`src/rtl/hazard_unit.sv`:
```
// Pipeline hazard controller: load-use bubbles, taken-branch/jump flushes and data-memory wait holds.
// Optional performance counters are built only when HAZARD_PERF_EN is defined.
module hazard_unit #(
  parameter int unsigned P_LU_BUBBLES = 1
) (
  input  logic        i_clk,
  input  logic        i_rst,
  input  logic [4:0]  i_id_rs,
  input  logic [4:0]  i_id_rt,
  input  logic        i_id_uses_rt,
  input  logic        i_id_jump,
  input  logic        i_ex_mem_read,
  input  logic [4:0]  i_ex_rt,
  input  logic        i_mem_branch_taken,
  input  logic        i_mem_req,
  input  logic        i_dmem_ready,
  output logic        o_pc_write,
  output logic        o_ifid_write,
  output logic        o_if_flush,
  output logic        o_id_flush,
  output logic        o_hazard_to_id,
  output logic        o_ex_flush,
  output logic        o_pipe_hold,
  output logic [31:0] o_stall_cnt,
  output logic [31:0] o_flush_cnt
);

  typedef enum logic [1:0] {
    ST_RUN      = 2'd0,
    ST_LU_STALL = 2'd1,
    ST_MEM_WAIT = 2'd2
  } state_e;

  typedef enum logic [2:0] {
    ACT_NONE,
    ACT_HOLD,
    ACT_FLUSH,
    ACT_BUBBLE,
    ACT_JUMP
  } action_e;

  localparam logic [1:0] LP_BUB_INIT = 2'(P_LU_BUBBLES - 1);
  localparam bit         LP_MULTI    = (P_LU_BUBBLES > 1);

  state_e     state_q, state_d;
  logic [1:0] bub_cnt_q, bub_cnt_d;
  action_e    action;
  logic       lu_hazard;
  logic       mem_wait;

  assign lu_hazard = i_ex_mem_read && (i_ex_rt != 5'd0) &&
                     ((i_ex_rt == i_id_rs) || (i_id_uses_rt && (i_ex_rt == i_id_rt)));
  assign mem_wait  = i_mem_req && !i_dmem_ready;

  // NOTE: every signal written here gets a default first so no path leaves it unassigned (no latch).
  always_comb begin
    state_d   = state_q;
    bub_cnt_d = bub_cnt_q;
    action    = ACT_NONE;
    if (!i_rst) begin
      case (state_q)
        ST_RUN, ST_MEM_WAIT: begin
          // A finishing memory wait is re-evaluated exactly like RUN in the same cycle.
          if ((state_q == ST_RUN) ? mem_wait : !i_dmem_ready) begin
            action  = ACT_HOLD;
            state_d = ST_MEM_WAIT;
          end else if (i_mem_branch_taken) begin
            action  = ACT_FLUSH;
            state_d = ST_RUN;
          end else if (lu_hazard) begin
            action    = ACT_BUBBLE;
            bub_cnt_d = LP_BUB_INIT;
            state_d   = LP_MULTI ? ST_LU_STALL : ST_RUN;
          end else if (i_id_jump) begin
            action  = ACT_JUMP;
            state_d = ST_RUN;
          end else begin
            state_d = ST_RUN;
          end
        end
        ST_LU_STALL: begin
          if (mem_wait) begin
            action = ACT_HOLD;
          end else if (i_mem_branch_taken) begin
            action    = ACT_FLUSH;
            bub_cnt_d = 2'd0;
            state_d   = ST_RUN;
          end else begin
            action    = ACT_BUBBLE;
            bub_cnt_d = bub_cnt_q - 2'd1;
            if (bub_cnt_q <= 2'd1) state_d = ST_RUN;
          end
        end
        default: state_d = ST_RUN;
      endcase
    end
  end

  always_comb begin
    o_pc_write     = 1'b1;
    o_ifid_write   = 1'b1;
    o_if_flush     = 1'b0;
    o_id_flush     = 1'b0;
    o_hazard_to_id = 1'b0;
    o_ex_flush     = 1'b0;
    o_pipe_hold    = 1'b0;
    case (action)
      ACT_HOLD: begin
        o_pipe_hold  = 1'b1;
        o_pc_write   = 1'b0;
        o_ifid_write = 1'b0;
      end
      ACT_FLUSH: begin
        o_if_flush = 1'b1;
        o_id_flush = 1'b1;
        o_ex_flush = 1'b1;
      end
      ACT_BUBBLE: begin
        o_hazard_to_id = 1'b1;
        o_pc_write     = 1'b0;
        o_ifid_write   = 1'b0;
      end
      ACT_JUMP: o_if_flush = 1'b1;
      default: ;
    endcase
  end

  // NOTE: state registers use non-blocking assignment so all flops update together at the edge.
  always_ff @(posedge i_clk) begin
    if (i_rst) begin
      state_q   <= ST_RUN;
      bub_cnt_q <= 2'd0;
    end else begin
      state_q   <= state_d;
      bub_cnt_q <= bub_cnt_d;
    end
  end

`ifdef HAZARD_PERF_EN
  logic [31:0] stall_cnt_q, flush_cnt_q;

  always_ff @(posedge i_clk) begin
    if (i_rst) begin
      stall_cnt_q <= 32'd0;
      flush_cnt_q <= 32'd0;
    end else begin
      if (o_hazard_to_id) stall_cnt_q <= stall_cnt_q + 32'd1;
      if (o_ex_flush)     flush_cnt_q <= flush_cnt_q + 32'd1;
    end
  end

  // Counters read as zero while reset is held, before the clearing edge arrives.
  assign o_stall_cnt = i_rst ? 32'd0 : stall_cnt_q;
  assign o_flush_cnt = i_rst ? 32'd0 : flush_cnt_q;
`else
  assign o_stall_cnt = 32'd0;
  assign o_flush_cnt = 32'd0;
`endif

endmodule

```
`config.mk`:
```
export PLATFORM = sky130hd
export DESIGN_NAME = hazard_unit
export DESIGN_NICKNAME = d
export VERILOG_FILES = /design/src/rtl/hazard_unit.sv
export SDC_FILE = /design/constraint.sdc
export NUM_CORES = 1
export LEC_CHECK = 0
export BUFFER_PORTS_ARGS = -buffer_cell sky130_fd_sc_hd__buf_2
export CORE_MARGIN = 2
export CORE_UTILIZATION = 35
export CTS_BUF_LIST = sky130_fd_sc_hd__clkbuf_4 sky130_fd_sc_hd__clkbuf_8
export CTS_CLUSTER_DIAMETER = 120
export DETAILED_ROUTE_END_ITERATION = 6
export GPL_TIMING_DRIVEN = 0
export PLACE_DENSITY = 0.95
export SKIP_CTS_REPAIR_TIMING = 1
export SLEW_MARGIN = 10
export SYNTH_ARGS = -nofsm -noshare
export SYNTH_HDL_FRONTEND = slang
export SYNTH_SLANG_ARGS = --single-unit
```
`constraint.sdc`:
```
create_clock -name i_clk -period 2.2 [get_ports i_clk]
set_input_delay 0.33 -clock i_clk [delete_from_list [all_inputs] [get_ports i_clk]]
set_output_delay 0.33 -clock i_clk [all_outputs]
set_load 0.01 [all_outputs]
```
==> summary.txt <==
Finish
  – Synth-to-layout area growth: 58.8%
  – Max FFs per register: 1
  – Layout cells sized above 1: 51.1%
  – Fill cells: 191
  – Most flop-heavy register: state_q
  – N_diodes: 0
  – Multi-input gate area: 428 um2
  – Final nets: 213
  – Seq. cell area: 20.0 um2
  – Top flop regs: state_q: 1 flops

Clock tree
  – Clk pin slew, worst setup/hold paths: 0 ps
  – Worst-skew pair later-pin latency: 0 ps

Setup path
  – Critical Path Source Type: input port
  – Critical path type: in2out
  – CP Data Required Time: 1870 ps
  – Crit path cell chain: buf_2, or4_1, o21ai_2, nor3_1, a21oi_1, buf_4, buf_2
  – CP endpoint kind: primary output
  – Register-to-register path setup slack: 1550 ps
  – Reg2reg start: state_q[1]$_SDFF_PP0_
  – CP max stage delay: 560 ps
  – Most Frequent Cell on Critical Path: buf_2
  – Critical Path Stages: 7
  – Worst r2r dst: state_q[1]$_SDFF_PP0_
  – CP arrival: 1640 ps
  – WP buf/inv: 3
  – Reg2reg path depth: 2
  – Crit-path slowest cell: or4_1
  – CP top delay family: simple AND/OR/NAND/NOR gates
  – Crit path max fanout: 3

Pwr
  – Pleak: 0.000751 uW
  – PD cells: 200 mW/mm2
  – Max VDD drop: 0.109 mV

Global route
  – Grt ovf: 0
  – Initial antenna violation count: 0
  – First-pass GRT wire length: 2030 um
  – Vias in the first global route: 528
  – Gr usage total: 10.1%
  – Largest net degree at the start of global routing: 5

Floorplan
  – Starting Density: 36.4%
  – Die width: 48.9 um
  – Die H: 48.9 um
  – Die ar.: 0.00240 mm2
  – I/O Pins: 94
  – Num rows: 16
  – Core area: 0.00194 mm2

Logic synthesis
  – Mapped Cells: 96
  – Most common cell in the netlist: buf_4
  – Top cell type's share of synthesized area: 70.1%
  – Top FF cell, synth: dfxtp_1
  – Mean Syn Cell Area: 7.36 um2
  – Seq cells post-synth: 1
  – Post-synth top area cell: buf_4
  – EDFF count, synth: 0
  – Post-synthesis sequential area ratio: 2.83%
  – Synth Cell Area: 707 um2
  – Yosys warns: 0
  – Synth unique cells: 18
  – Synth area leaders: buf_4, xnor2_1, dfxtp_1, nor2_1, a21oi_1
  – Top cells by count, synth: buf_4, xnor2_1, nor2_1
  – Async SR Flop Fraction: 0%

Timing
  – Minimum clock period: 1970 ps
  – Setup TNS: 0 ps
  – Final setup fails: 0
  – RSZ-0062 raised after global routing: false
  – FMAX: 508 MHz
  – Setup WS post-layout: 231 ps
  – Fin. max-slew vios: 0
  – Final Cycle Share: 89.5%
  – Fin. Hold Viols: 0
  – Worst Skew: 0 ps

Placement
  – Placer Congestion: 0.628
  – Dpl hpwl: 1380 um
  – Pre-CTS setup slack: 218 ps
  – IO buf count: 29

Route
  – Residual DRC count: 0
  – Vias: 664
  – DR WL/cell: 6.20 um
  – DR iter-0 viols: 0
  – Vias per cell: 3.09
  – ANT nets after route: 0
  – Pre-antenna DRT Iters: 1
  – Routed WL: 1330 um

Min path
  – Hold Crit Class: reg2reg
  – Worst Hold Endpoint: state_q[1]$_SDFF_PP0_
  – Hold path start: state_q[1]$_SDFF_PP0_
  – Min-Delay Path Depth: 2

Status
  – Outcome: complete, no violations

Job
  – Max-cap violations: 0
[per-layer routing]
layer / GRT usage [%] / wire [um]
met5: 0 / 0
met4: 0 / 0
met3: 1.84 / 221
met2: 23.5 / 722
met1: 8.89 / 390
[power by group]
part           switching [uW]  internal [uW]  leakage [uW]
Clock                       0              0             0
Sequential              0.204           19.4    0.00000823
Combinational            94.1            111      0.000742
[kinds of logic after synthesis]
logic type,count (synthesis),share of synthesized area [%]
flip-flops,1,2.83
AO/OA/AOI/OAI,6,5.31
XOR/XNOR,10,12.4
AND/OR/NAND/NOR,12,8.85
other,1,0.530
buffers and inverters,66,70.1
[worst min-delay path, cell delays in order (launching register included)]
cell and delay (ps):
dfxtp_1 290, o21bai_1 90, nor2_1 80
[layout make-up]
class                   instances  area share [%]
plain buffers                  66            44.1
flip-flops and latches          1            1.78
well taps                      27            3.01
repair buffers                 29            12.9
multi-input cells              92            38.1
[worst max path at each step]
stage,start,endpoint
2_1_floorplan,i_ex_rt[1],o_pc_write
3_3_place_gp,i_ex_rt[1],o_pc_write
3_5_place_dp,i_ex_rt[1],o_pc_write
4_1_cts,i_ex_rt[1],o_pc_write
5_1_grt,i_ex_rt[1],o_pc_write
6_report,i_ex_rt[1],o_pc_write
[stage by stage]
| stage | hold slack, ps | area, um2 | std cells | total power [uW] | util (%) |
|---|---|---|---|---|---|
| after floorplan | 402 | 943 | 159 | 185 | - |
| after detailed placement | 509 | 1120 | 215 | 220 | 57.8 |
| after global routing | 550 | 1120 | 215 | 244 | 57.8 |
| after global placement | 501 | 1120 | 215 | 219 | 57.8 |
| after CTS | 509 | 1120 | 215 | 220 | 57.8 |
| final | 502 | 1120 | 215 | 225 | 57.8 |
[layout by cell type, fill, tap and decap left out, drive strengths merged]
cell type,count
o21ai,2
a21oi,2
and2b,1
or4,1
nand2,2
nor2,3
and3,1
o21bai,1
o22ai,1
and2,1
conb,64
dfxtp,1
buf,95
nor3,1
xnor2,10
nand3,1
nand4,1
Note: power is estimated with default switching activity, not from simulation.
